$ cat src/rtl/memory_arbiter_pkg.sv
// Shared definitions for the MOESIF memory arbiter.
//
// Contents:
//   state_t          - arbiter FSM states (IDLE, ACCESS, RELEASE, LOCKED)
//   INDEX_WIDTH      - index width for the default requester count
//   MAX_REQUESTERS   - largest requester count next_round_robin supports
//   next_round_robin - first set request bit after lastGrant, wrapping
//
// LOCKED is only ever entered when MEMORY_ARBITER_LOCK_EN is defined.
package memory_arbiter_pkg;

  localparam int DEFAULT_NUMBER_OF_CACHES = 4;
  localparam int INDEX_WIDTH              = $clog2(DEFAULT_NUMBER_OF_CACHES);
  localparam int MAX_REQUESTERS           = 16;

  typedef enum logic [1:0] {
    IDLE    = 2'd0,
    ACCESS  = 2'd1,
    RELEASE = 2'd2,
    LOCKED  = 2'd3
  } state_t;

  // Searches lastGrant+1, lastGrant+2, ... modulo numRequesters and returns the
  // first requesting index. Walking the offsets from largest to smallest
  // lets the smallest offset overwrite the result, so the nearest
  // requester after lastGrant wins.
  //
  // The loop has a fixed bound so it unrolls into a fixed structure. The
  // caller checks whether any request is set, because the result is 0
  // when there is no request.
  function automatic int next_round_robin(input logic [MAX_REQUESTERS-1:0] request,
                                          input int lastGrant,
                                          input int numRequesters);
    int result;
    int idx;
    result = 0;
    for (int step = MAX_REQUESTERS; step >= 1; step--) begin
      idx = (lastGrant + step) % numRequesters;
      if ((step <= numRequesters) && request[idx[3:0]]) begin
        result = idx;
      end
    end
    return result;
  endfunction

endpackage

$ cat src/rtl/memory_arbiter_selector.sv
// round_robin_selector: combinational round-robin pick.
//
// Ports:
//   request   in  NUMBER_OF_REQUESTERS  pending request bits
//   lastGrant in  INDEX_BITS            index served most recently
//   valid     out 1                     at least one request is pending
//   index     out INDEX_BITS            next index to serve
//
// This block is generic. The snoop-bus arbiter can use it too.
// NUMBER_OF_REQUESTERS must not be greater than MAX_REQUESTERS.
module round_robin_selector
  import memory_arbiter_pkg::*;
#(
  parameter int NUMBER_OF_REQUESTERS = 4,
  parameter int INDEX_BITS           = 2
) (
  input  logic [NUMBER_OF_REQUESTERS-1:0] request,
  input  logic [INDEX_BITS-1:0]           lastGrant,
  output logic                            valid,
  output logic [INDEX_BITS-1:0]           index
);

  logic [MAX_REQUESTERS-1:0] requestWide;
  int                        pick;

  assign requestWide = MAX_REQUESTERS'(request);

  always_comb begin
    pick = next_round_robin(requestWide, int'(lastGrant), NUMBER_OF_REQUESTERS);
  end

  assign valid = |request;
  assign index = INDEX_BITS'(pick);

endmodule

$ cat src/rtl/memory_arbiter.sv
// memory_arbiter: lets NUMBER_OF_CACHES cache-side memory interfaces share one
// main-memory port. Requesters are served in round-robin order.
//
// Ports:
//   clock, reset                rising-edge clock; asynchronous reset, active low
//   address/dataOut             per-requester address and write data
//   readEnabled/writeEnabled    per-requester request (request = read | write)
//   dataIn/functionComplete     per-requester read data and completion
//   memory*                     shared memory port
//   grant                       one-hot current owner, 0 while IDLE
//   lock                        (MEMORY_ARBITER_LOCK_EN only) keeps ownership after RELEASE
//   debugState                  current FSM state
//
// Handshake: a requester holds read/write until it sees functionComplete.
// functionComplete then stays at 1 until the requester drops both enables
// (4-phase). If the requester drops its enables before completion, the
// access is aborted and the arbiter goes back to IDLE.
//
// Optional feature: define MEMORY_ARBITER_LOCK_EN to add the lock port and
// the LOCKED state.
module memory_arbiter
  import memory_arbiter_pkg::*;
#(
  parameter int ADDRESS_WIDTH    = 16,
  parameter int DATA_WIDTH       = 16,
  parameter int NUMBER_OF_CACHES = 4
) (
  input  logic                                         clock,
  input  logic                                         reset,
  input  logic [NUMBER_OF_CACHES-1:0][ADDRESS_WIDTH-1:0] address,
  input  logic [NUMBER_OF_CACHES-1:0][DATA_WIDTH-1:0]    dataOut,
  input  logic [NUMBER_OF_CACHES-1:0]                    readEnabled,
  input  logic [NUMBER_OF_CACHES-1:0]                    writeEnabled,
  output logic [NUMBER_OF_CACHES-1:0][DATA_WIDTH-1:0]    dataIn,
  output logic [NUMBER_OF_CACHES-1:0]                    functionComplete,
  output logic [ADDRESS_WIDTH-1:0]                       memoryAddress,
  output logic [DATA_WIDTH-1:0]                          memoryDataOut,
  output logic                                           memoryReadEnabled,
  output logic                                           memoryWriteEnabled,
  input  logic [DATA_WIDTH-1:0]                          memoryDataIn,
  input  logic                                           memoryFunctionComplete,
  output logic [NUMBER_OF_CACHES-1:0]                    grant,
`ifdef MEMORY_ARBITER_LOCK_EN
  input  logic [NUMBER_OF_CACHES-1:0]                    lock,
`endif
  output state_t                                         debugState
);

  localparam int GRANT_INDEX_WIDTH = (NUMBER_OF_CACHES > 1) ? $clog2(NUMBER_OF_CACHES) : 1;

  state_t                         state, nextState;
  logic [GRANT_INDEX_WIDTH-1:0]   grantIndex, nextGrantIndex;
  logic [GRANT_INDEX_WIDTH-1:0]   lastGrant, nextLastGrant;
  logic [DATA_WIDTH-1:0]          heldData;
  logic [NUMBER_OF_CACHES-1:0]    request;
  logic                           grantedRequest;
  logic                           selValid;
  logic [GRANT_INDEX_WIDTH-1:0]   selIndex;

  assign request        = readEnabled | writeEnabled;
  assign grantedRequest = request[grantIndex];
  assign debugState     = state;

  round_robin_selector #(
    .NUMBER_OF_REQUESTERS (NUMBER_OF_CACHES),
    .INDEX_BITS           (GRANT_INDEX_WIDTH)
  ) u_selector (
    .request   (request),
    .lastGrant (lastGrant),
    .valid     (selValid),
    .index     (selIndex)
  );

  // lastGrant starts at the top index, so requester 0 wins first after reset.
  always_ff @(posedge clock or negedge reset) begin
    if (!reset) begin
      state      <= IDLE;
      grantIndex <= '0;
      lastGrant  <= GRANT_INDEX_WIDTH'(NUMBER_OF_CACHES - 1);
      heldData   <= '0;
    end else begin
      state      <= nextState;
      grantIndex <= nextGrantIndex;
      lastGrant  <= nextLastGrant;
      // Latch the read data at the completion edge. RELEASE keeps showing
      // this value after memory has moved on.
      if ((state == ACCESS) && memoryFunctionComplete) begin
        heldData <= memoryDataIn;
      end
    end
  end

  always_comb begin
    nextState      = state;
    nextGrantIndex = grantIndex;
    nextLastGrant  = lastGrant;
    case (state)
      IDLE: begin
        if (selValid) begin
          nextGrantIndex = selIndex;
          nextState      = ACCESS;
        end
      end
      ACCESS: begin
        if (memoryFunctionComplete) begin
          nextState = RELEASE;
        end else if (!grantedRequest) begin
          // The requester aborted. Its turn still counts as used.
          nextLastGrant = grantIndex;
          nextState     = IDLE;
        end
      end
      RELEASE: begin
        if (!grantedRequest) begin
`ifdef MEMORY_ARBITER_LOCK_EN
          if (lock[grantIndex]) begin
            nextState = LOCKED;
          end else begin
            nextLastGrant = grantIndex;
            nextState     = IDLE;
          end
`else
          nextLastGrant = grantIndex;
          nextState     = IDLE;
`endif
        end
      end
      LOCKED: begin
`ifdef MEMORY_ARBITER_LOCK_EN
        if (!lock[grantIndex]) begin
          nextLastGrant = grantIndex;
          nextState     = IDLE;
        end else if (grantedRequest) begin
          nextState = ACCESS;
        end
`else
        nextState = IDLE;
`endif
      end
      default: nextState = IDLE;
    endcase
  end

  // The outputs are combinational. Because reset forces state to IDLE
  // asynchronously, all outputs go to 0 as soon as reset is asserted.
  always_comb begin
    grant              = '0;
    memoryAddress      = '0;
    memoryDataOut      = '0;
    memoryReadEnabled  = 1'b0;
    memoryWriteEnabled = 1'b0;
    dataIn             = '0;
    functionComplete   = '0;
    case (state)
      ACCESS: begin
        grant[grantIndex]            = 1'b1;
        memoryAddress                = address[grantIndex];
        memoryDataOut                = dataOut[grantIndex];
        // Read and write both set is a requester fault. The arbiter forwards it unchanged.
        memoryReadEnabled            = readEnabled[grantIndex];
        memoryWriteEnabled           = writeEnabled[grantIndex];
        dataIn[grantIndex]           = memoryDataIn;
        functionComplete[grantIndex] = memoryFunctionComplete;
      end
      RELEASE: begin
        grant[grantIndex]            = 1'b1;
        dataIn[grantIndex]           = heldData;
        functionComplete[grantIndex] = 1'b1;
      end
      LOCKED: begin
        grant[grantIndex] = 1'b1;
      end
      default: ;
    endcase
  end

endmodule

$ cat config.mk
export PLATFORM = sky130hd
export DESIGN_NAME = memory_arbiter
export DESIGN_NICKNAME = d
export VERILOG_FILES = /design/src/rtl/memory_arbiter_pkg.sv /design/src/rtl/memory_arbiter_selector.sv /design/src/rtl/memory_arbiter.sv
export SDC_FILE = /design/constraint.sdc
export NUM_CORES = 1
export LEC_CHECK = 0
export CAP_MARGIN = 10
export CORE_AREA = 2 2 103 105
export CTS_CLUSTER_DIAMETER = 200
export DETAILED_ROUTE_END_ITERATION = 10
export DIE_AREA = 0 0 105 107
export PLACE_DENSITY_LB_ADDON = 0.08
export RECOVER_POWER = 100
export SLEW_MARGIN = 20
export SYNTH_ARGS = -nofsm -noshare
export SYNTH_HDL_FRONTEND = slang
export SYNTH_SLANG_ARGS = --single-unit
$ cat constraint.sdc
create_clock -name clock -period 2.05 [get_ports clock]
set_clock_uncertainty 0.15 [all_clocks]
set_input_delay 0.205 -clock clock [delete_from_list [all_inputs] [get_ports clock]]
set_output_delay 0.205 -clock clock [all_outputs]
set_load 0.05 [all_outputs]
Yosys cells after proc, flatten, opt, wreduce, memory -nomap -nowiden. Cells that the tools add are included.

$add $sub $neg: 4. $lt $le $gt $ge: 6. Equality and inequality tests: 5. Mux-type cells: 40. Bitwise logic cells: 8. Reductions and logical operators: 12.

Operators by type and width (count): $and A64 B64 Y64 (2); $pmux W64 S2 (1); $mux W16 (5); $bmux W16 S2 (2); $demux W16 S2 (1); $lt A4 B5 Y1 const B (4); $mux W2 (9); $bmux W1 S3 (4); $mux W1 (10); $pmux W2 S4 (1); $pmux W4 S2 (1); $reduce_or A2 Y1 (4); $bmux W1 S2 (3); $add A2 B1 Y2 const B (2); $add A2 B2 Y2 const B (2); $and A1 B1 Y1 const A (4); $and A4 B4 Y4 (1); $eq A2 B2 Y1 const B (2); $mux W4 (1); $ne A2 B2 Y1 const B (2); $or A4 B4 Y4 (1); $pmux W2 S2 (1); $reduce_and A2 Y1 (2); $reduce_or A4 Y1 (1); 8 further kinds (9).

Flip-flop bits (word level): 22. Input port bits: 155. Output and inout port bits: 108. Word-level logic and storage cells: 79.

Longest topological paths before layout.
Depth in word-level cells: 9. Gate-level depth with buffers: 6. Mapped depth without buffers: 5.

By module. From an unflattened synthesis, not the netlist that was laid out.

Cell total of the unflattened synthesis: 266. Area total of the unflattened synthesis: 2656.3 µm².

By module, submodules not included: memory_arbiter (instances 1, cells each 252, area an instance 2565.0 µm², sequential area each 553.0 µm²); round_robin_selector (instances 1, cells each 14, area an instance 91.3 µm², sequential area each 0.0 µm²).

Worst setup path before layout. No wires, ideal clock.

Kind: reg-to-output. Start point: register state[1] (netlist: debugState[1]). End point: output dataIn[10] (netlist name). Arrival time: 2502 ps. Setup slack: -807 ps. Cell stages (with the launch flop): 7. Buffers on the path: 2. Cell sequence: dfrtp_1 > inv_1 > ha_1 > or3b_1 > clkbuf_1 > buf_2 > nor2_1.

RTL lines: start: declaration (RTL line memory_arbiter.sv:51) `state_t state, nextState;`; start signal: assignment (RTL line memory_arbiter.sv:82) `state <= nextState;`; end: declaration (RTL line memory_arbiter.sv:34) `output logic [NUMBER_OF_CACHES-1:0][DATA_WIDTH-1:0] dataIn,`.

==> impl_metrics.json <==
{
  "die-area_um2": 11240,
  "rsz0062_at_grt": "yes",
  "min_period_ps": 2243,
  "pwr-share-comb": 0.913,
  "p_seq_frac": 0.066,
  "drv_slew": 0,
  "crit_required_ps": 1690,
  "regArea_um2": 558.0,
  "use_met1": 0.3162,
  "status": "finished with violations",
  "dr.pass1.iters": 4,
  "critPathCaptureType": "output port",
  "grt_max_degree": 35,
  "hold_viol": 0,
  "drive_above_1_share": 0.6349,
  "avgViaCountPerCell": 5.053,
  "syn_area_per_cell_um2": 9.915,
  "gr-max-usage-layer": "met2",
  "multi_input_area_um2": 2766,
  "clk-insertion-delay-late_ps": 260,
  "timing.final.crit_share": 1.094,
  "fmax_mhz": 445.8,
  "swShare": 0.4877,
  "use_met2": 0.4926,
  "cp.arrival_ps": 1890,
  "synth_fp_nets": 423,
  "syn2layout_area_growth_pct": 203.9,
  "internal-power_w": 0.007242,
  "grt_pass1_wl_um": 23030,
  "power_w": 0.01414,
  "die_w_um": 105,
  "via_count": 3608,
  "cts_buffers": 3,
  "finalSetupViolCount": 103,
  "grt_overflow": 0,
  "io_buffers": 262,
  "p_switching_w": 0.006894,
  "dp.cells": 670,
  "drv_cap": 0,
  "yosysWarnings": 0,
  "worstMarginPinSlew_ps": 1349,
  "synth_ff_type": "dfrtp_1",
  "power_density_nw_per_um2": 1777,
  "drc": 0,
  "htree_levels": 1,
  "layout_commonest_cell": "clkdlybuf4s50_1",
  "instances_no_fill": 714,
  "worstSetupPathType": "reg -> out",
  "ctsHoldBuffers": 0,
  "path_max_fanout": 9,
  "dp_hpwl_um": 11570,
  "hold_path_class": "reg -> reg",
  "drtAntennaViolNets": 0,
  "start_kind": "register",
  "antenna_found_initial": 0,
  "cts_tree": "built",
  "nets": 738,
  "cp-startpoint": "debugState[0]$_DFFE_PN0P_",
  "violations": "negative setup slack",
  "core_area_um2": 10090,
  "start_util": 0.2594,
  "layout_setup_ws_ps": -193.3,
  "fillers": 636,
  "pwr-share-clk": 0.021,
  "clkTransAtPathRegs_ps": 80,
  "cts_buffer_depth": 2,
  "hp-start": "heldData[4]$_DFFE_PN0P_",
  "die_h_um": 107,
  "synthCells": 264,
  "placementRows": 37,
  "r2r-start": "grantIndex[0]$_DFFE_PN0P_",
  "ys_types": 36,
  "wirelength_um": 15690,
  "ir_worst_vdd_mv": 1.738,
  "final_cell_mix": "clkdlybuf4s50_1, buf_12, nor2_4",
  "synth-edff-count": 0,
  "async_reset_ff_frac": 1.000,
  "gp_congestion": 0.9854,
  "synth.cell_area_um2": 2618,
  "yosysSeqAreaShare": 0.2113,
  "fin_tns_setup_ps": -9878,
  "drt_iter0_drc": 232,
  "wl_per_cell_um": 21.97,
  "diodes": 0,
  "grt_util_met3": 0.06201,
  "slew_headroom": 0.1004,
  "grt_pass1_vias": 3826,
  "ys_ff_latch": 22,
  "ios": 263,
  "cellLeakagePower_nw": 2.997,
  "root_buffer": "clkbuf_8",
  "grt_usage": 0.2651,
  "numClockSinks": 22
}
[cells by family (layout without fill, tap and decap cells)]
| logic type | count (synthesis) | in the layout | synth area share |
|---|---|---|---|
| and+or+nand+nor | 127 | 127 | 0.2337 |
| buffers and inverters | 25 | 339 | 0.04780 |
| DFF | 22 | 22 | 0.2113 |
| AOI/OAI and AO/OA | 16 | 16 | 0.04255 |
| muxes | 70 | 70 | 0.4455 |
| adders and majority gates | 4 | 4 | 0.01912 |
[Yosys cell counts (all sizes together) (2+ instances only)]
cell type / n / area, µm²
nor2: 74 / 277.8
mux4: 35 / 792.0
and2: 34 / 212.7
dfrtp: 20 / 500.5
mux2: 19 / 214.0
mux2i: 16 / 160.2
buf: 14 / 83.83
clkbuf: 8 / 30.03
a21oi: 5 / 25.02
ha: 4 / 50.05
nand3: 4 / 20.02
inv: 3 / 11.26
nand2: 3 / 13.77
nor3b: 3 / 22.52
o21ai: 3 / 18.77
dfstp: 2 / 52.55
nand3b: 2 / 15.01
nor4: 2 / 12.51
[routing by layer]
metal  part of all wire  wire length [µm]
met5                  0                 0
met2               0.54              8434
met4              0.013               206
met1               0.38              5889
met3              0.074              1160
[critical path, cell delays in order, from the launching register on]
cell and delay (ps):
dfrtp_2 400, inv_4 60, ha_4 260, or3b_4 430
buf_12 190, nor2_4 120, buf_6 160
[final timing paths]
path                       cells past startpoint  slack, ps                        end
setup / recovery                               6       -190                 dataIn[11]
hold / removal                                 1        370    heldData[4]$_DFFE_PN0P_
setup reg to reg                               7          0   lastGrant[1]$_DFFE_PN1P_
hold reg to reg                                1        370    heldData[4]$_DFFE_PN0P_
max in group asynchronous                      2        240  grantIndex[0]$_DFFE_PN0P_
min in group asynchronous                      2        610   heldData[12]$_DFFE_PN0P_
[sequential cells by signal (all words and copies together) (netlist names)]
name,flops
grantIndex,2
heldData,16
debugState,2
lastGrant,2
[repair_timing]
item,CTS,global route
buffers inserted,26,15
pin swaps,28,23
cloned,4,3
setup endpoints to repair,102,106
gates resized for setup,88,49
[metrics by stage]
stage | area (µm²) | util | worst slack [ps] | hold WS (ps)
floorplan | 3311 | - | -367.2 | -240.6
global placement | 6990 | 0.6927 | 50.43 | 338.8
detailed placement | 6990 | 0.6927 | 12.18 | 348.3
CTS | 7687 | 0.7617 | -171.5 | 143.9
global route | 7954 | 0.7881 | -243.9 | 381.9
finish | 7954 | 0.7881 | -193.3 | 366.7
[final cells by class]
class                      count  share of cell area
timing repair buffer         332              0.5529
multi-input combinational    217              0.3478
sequential                    22             0.07016
tap                          136             0.02139
clock buffer                   4            0.005663
inverter                       3            0.002045
[power groups by stage]
stage / Combinational [W] / Clock [W] / Sequential (W)
global placement: 0.0109 / 0 / 0.000896
global route: 0.0134 / 0.000322 / 0.000962
floorplan: 0.00648 / 0 / 0.000906
CTS: 0.0122 / 0.000296 / 0.000921
detailed placement: 0.0110 / 0 / 0.000919
finish: 0.0129 / 0.000299 / 0.000935
(Power assumes the default switching activity.)
